--- src/rtl/der_izq_pkg.sv ---
// rtl/der_izq_pkg.sv - shared constants, state encoding and counter sizing for the serial adder
package der_izq_pkg;

    localparam int DEF_WIDTH = 5;
    localparam int CNT_W     = $clog2(DEF_WIDTH);

    typedef logic [1:0] state_t;

    localparam state_t ST_IDLE  = 2'd0;
    localparam state_t ST_SHIFT = 2'd1;
    localparam state_t ST_DONE  = 2'd2;

    // Bit counter width for an arbitrary WIDTH; never narrower than one bit.
    function automatic int cnt_width(input int w);
        return (w <= 2) ? 1 : $clog2(w);
    endfunction

endpackage

--- src/rtl/der_izq_full_adder.sv ---
// rtl/der_izq_full_adder.sv - combinational 1-bit full adder
module der_izq_full_adder (
    input  logic a,
    input  logic b,
    input  logic cin,
    output logic s,
    output logic cout
);

    assign s    = a ^ b ^ cin;
    assign cout = (a & b) | (a & cin) | (b & cin);

endmodule

--- src/rtl/der_izq_serial_alu.sv ---
// rtl/der_izq_serial_alu.sv - LSB-first bit-serial adder; DER_IZQ_SUB_EN adds a subtract mode via port sub
module der_izq_serial_alu
    import der_izq_pkg::*;
#(
    parameter int WIDTH = DEF_WIDTH
) (
    input  logic             clk,
    input  logic             reset,
    input  logic             start,
`ifdef DER_IZQ_SUB_EN
    input  logic             sub,
`endif
    input  logic [WIDTH-1:0] A,
    input  logic [WIDTH-1:0] B,
    output logic             busy,
    output logic             done,
    output logic [WIDTH-1:0] S,
    output logic             cout
);

    localparam int CW = cnt_width(WIDTH);
    localparam logic [CW-1:0] LAST = CW'(WIDTH - 1);

    state_t           state;
    logic [WIDTH-1:0] a_sr;
    logic [WIDTH-1:0] b_sr;
    logic [WIDTH-1:0] r_sr;
    logic [CW-1:0]    cnt;
    logic             carry;
    logic             sum_bit;
    logic             carry_nxt;
    logic [WIDTH-1:0] b_cap;
    logic             carry_init;

`ifdef DER_IZQ_SUB_EN
    // Two's complement subtract: invert B and inject a carry of one.
    assign b_cap      = sub ? ~B : B;
    assign carry_init = sub;
`else
    assign b_cap      = B;
    assign carry_init = 1'b0;
`endif

    der_izq_full_adder u_fa (
        .a    (a_sr[0]),
        .b    (b_sr[0]),
        .cin  (carry),
        .s    (sum_bit),
        .cout (carry_nxt)
    );

    assign busy = (state == ST_SHIFT);
    assign done = (state == ST_DONE);

    always_ff @(posedge clk or posedge reset) begin
        if (reset) begin
            state <= ST_IDLE;
            a_sr  <= '0;
            b_sr  <= '0;
            r_sr  <= '0;
            cnt   <= '0;
            carry <= 1'b0;
            S     <= '0;
            cout  <= 1'b0;
        end else begin
            case (state)
                ST_IDLE, ST_DONE: begin
                    if (start) begin
                        a_sr  <= A;
                        b_sr  <= b_cap;
                        carry <= carry_init;
                        cnt   <= '0;
                        state <= ST_SHIFT;
                    end else begin
                        state <= ST_IDLE;
                    end
                end
                ST_SHIFT: begin
                    a_sr  <= a_sr >> 1;
                    b_sr  <= b_sr >> 1;
                    r_sr  <= {sum_bit, r_sr[WIDTH-1:1]};
                    carry <= carry_nxt;
                    cnt   <= cnt + 1'b1;
                    // S is only ever loaded with a complete result.
                    if (cnt == LAST) begin
                        S     <= {sum_bit, r_sr[WIDTH-1:1]};
                        cout  <= carry_nxt;
                        state <= ST_DONE;
                    end
                end
                default: state <= ST_IDLE;
            endcase
        end
    end

endmodule

--- config.mk ---
export PLATFORM = sky130hd
export DESIGN_NAME = der_izq_serial_alu
export DESIGN_NICKNAME = d
export VERILOG_FILES = /design/src/rtl/der_izq_pkg.sv /design/src/rtl/der_izq_full_adder.sv /design/src/rtl/der_izq_serial_alu.sv
export SDC_FILE = /design/constraint.sdc
export NUM_CORES = 1
export LEC_CHECK = 0
export ABC_AREA = 1
export CAP_MARGIN = 20
export CORE_UTILIZATION = 56
export CTS_CLUSTER_SIZE = 10
export DETAILED_ROUTE_END_ITERATION = 10
export PLACE_DENSITY = 0.83
export SLEW_MARGIN = 20
export SYNTH_ARGS = -nofsm -noshare
export SYNTH_HDL_FRONTEND = slang
export SYNTH_SLANG_ARGS = --single-unit
--- constraint.sdc ---
create_clock -name clk -period 3.18 [get_ports clk]
set_input_delay 0.477 -clock clk [delete_from_list [all_inputs] [get_ports clk]]
set_output_delay 0.477 -clock clk [all_outputs]
set_load 0.02 [all_outputs]
==> results_dict.tcl <==
set metrics [dict create \
    hp-class "flop to flop" \
    wl_mm 2.27 \
    r2r_setup_slack_ps 1510 \
    slew_violations 0 \
    r2r-start "state[0]" \
    gp_congestion 0.739 \
    first_iter_violations 32 \
    fin_cells 196 \
    area_growth_pct 18.8 \
    grt_usage_pct 21.3 \
    synthTopCellsByArea "dfrtp_1 (51%), nand2_1 (14%), inv_1 (8.5%)" \
    cts_root_buffer "clkbuf_4" \
    fin_ws_ps 758 \
    end_kind "output pin" \
    syn-num-nets 165 \
    antenna_found_initial 0 \
    yosysWarnings 0 \
    finalHoldViolations 0 \
    cts-hold-fix-buffers 0 \
    crit_end "busy" \
    grt_pass1_wl_mm 3.97 \
    setup_tns_ps 0 \
    maxSlewHeadroom_pct 39.6 \
    clock_skew_ps 4.52 \
    p_leak_nw 0.808 \
    first_pass_iters 4 \
    startpoint "state[0]" \
    postPlaceCellArea_um2 1460 \
    p_per_area_nw_per_um2 1010 \
    ir_drop_mv 0.559 \
    cp.arrival_ps 1950 \
    fp.dieH_um 49.7 \
    ioPinCount 21 \
    fin_util_pct 74.2 \
    worstPathRequired_ps 2700 \
    cts_setup_buffers 0 \
    drive_gt1_share_pct 9.47 \
    num_rows 16 \
    status "finished clean" \
    vias 989 \
    grt_max_degree 27 \
    tightestPinTransition_ps 901 \
    r2r_end "cout" \
    postLayoutCellArea_um2 1520 \
    synthCells 149 \
    io_buffer_count 20 \
    die_area_um2 2470 \
    gr-total-overflow 0 \
    htreeDepth 1 \
    viasPerCell 5.05 \
    min_period_ps 2420 \
    synth-seq-area-share_pct 51.0 \
    drtAntennaViolNets 0 \
    start_util_pct 62.4 \
    synth_top_area_share_pct 51.0 \
    cap_violations 0 \
    fin_crit_sh_pct 76.2 \
    syn_area_um2 1270 \
    final_cell_mix "nand2_1 (49), inv_1 (28), dfrtp_1 (26)" \
    layout_commonest_cell "nand2_1" \
    grt_pass1_vias 968 \
    wl_per_cell_um 11.6 \
    crit_path_max_fanout 11 \
    worstSetupStartpointType "flop" \
    die_w_um 49.7 \
    drc 0 \
    synth_area_leader_cell "dfrtp_1" \
    rsz0062_at_grt "no" \
    fmax_ghz 0.413 \
    cts_buffers 3 \
    cts_resized 0 \
    finalSetupViolations 0 \
    insertedDiodeCount 0 \
    core_area_um2 2040 \
    placed_cells 192 \
    clockBufferDepth 2 \
    rr_worst_depth 6 \
    crit_type "flop to output pin" \
    post-place-ws_ps 1160 \
    final_nets 186 \
    synth_cell_types 18 \
    tritoncts "yes" \
    post-dp-hpwl_mm 1.59 \
    synth_seq_cells 26 \
    path_clk_slew_ps 140 \
    cts_sinks 26 \
    insertion_delay_ps 330 \
    syn_avg_cell_area_um2 8.56 \
]
worst min path at each step:
stage / from / to / cells after the start
6_report: S[4] / S[4] / 2
5_1_grt: S[3] / S[3] / 2
3_3_place_gp: r_sr[1] / S[0] / 2
4_1_cts: S[4] / S[4] / 2
2_1_floorplan: r_sr[1] / S[0] / 2
3_5_place_dp: S[4] / S[4] / 2
stage by stage:
step	hold slack (ps)	total power, W
floorplan	442	0.00115
global placement	461	0.00128
detailed placement	468	0.00131
CTS	500	0.00154
global route	518	0.00166
finish	497	0.00154
flip-flops by register name, summed over array words and instances (netlist names):
| signal | count |
|---|---|
| a_sr | 5 |
| carry | 1 |
| S | 5 |
| state | 2 |
| cout | 1 |
| b_sr | 5 |
| r_sr | 4 |
| cnt | 3 |
cells in the mapped netlist (all sizes together):
master / n
buf: 2
clkbuf: 2
dfrtp: 26
fa: 1
ha: 2
inv: 31
nand2: 52
nand3: 17
nor2: 2
o21ai: 14
cell type report:
type | instances | area, um^2
Clock buffer | 3 | 22.5
Multi-Input combinational cell | 88 | 459
Tap cell | 27 | 33.8
Clock inverter | 1 | 30.0
Timing Repair Buffer | 20 | 200
Inverter | 31 | 119
Fill cell | 162 | 527
Sequential cell | 26 | 651
cell families (layout without fill, tap and decap cells):
| family | Yosys count | count (layout) | share of synthesized area (%) |
|---|---|---|---|
| buffers and inverters | 35 | 55 | 13.0 |
| AO/OA/AOI/OAI | 14 | 14 | 7.26 |
| flip-flops | 26 | 26 | 51.0 |
| AND/OR/NAND/NOR | 71 | 71 | 25.2 |
| adder cells (fa/ha/maj) | 3 | 3 | 3.53 |
power by group:
group	switching (W)	internal, W	leakage (nW)	total [W]
sequential	0.000105	0.000482	0.326	0.000587
clock	0.000101	0.000128	0.0279	0.000229
combinational	0.000441	0.000280	0.455	0.000720
total	0.000647	0.000889	0.808	0.00154
worst max-delay path, stage by stage (launching register included):
cell and delay (ps):
dfrtp_1 650, inv_1 170, nor2_4 170, clkdlybuf4s50_1 620
per-layer routing:
metal	GRT usage [%]	share of wire (%)	vias up
li1	-	-	488
met1	26.1	42	475
met2	37.4	54	22
met3	3.09	3.1	4
met4	8.57	1.1	0
met5	0	0	-
Power figures use the tool's default switching activity.
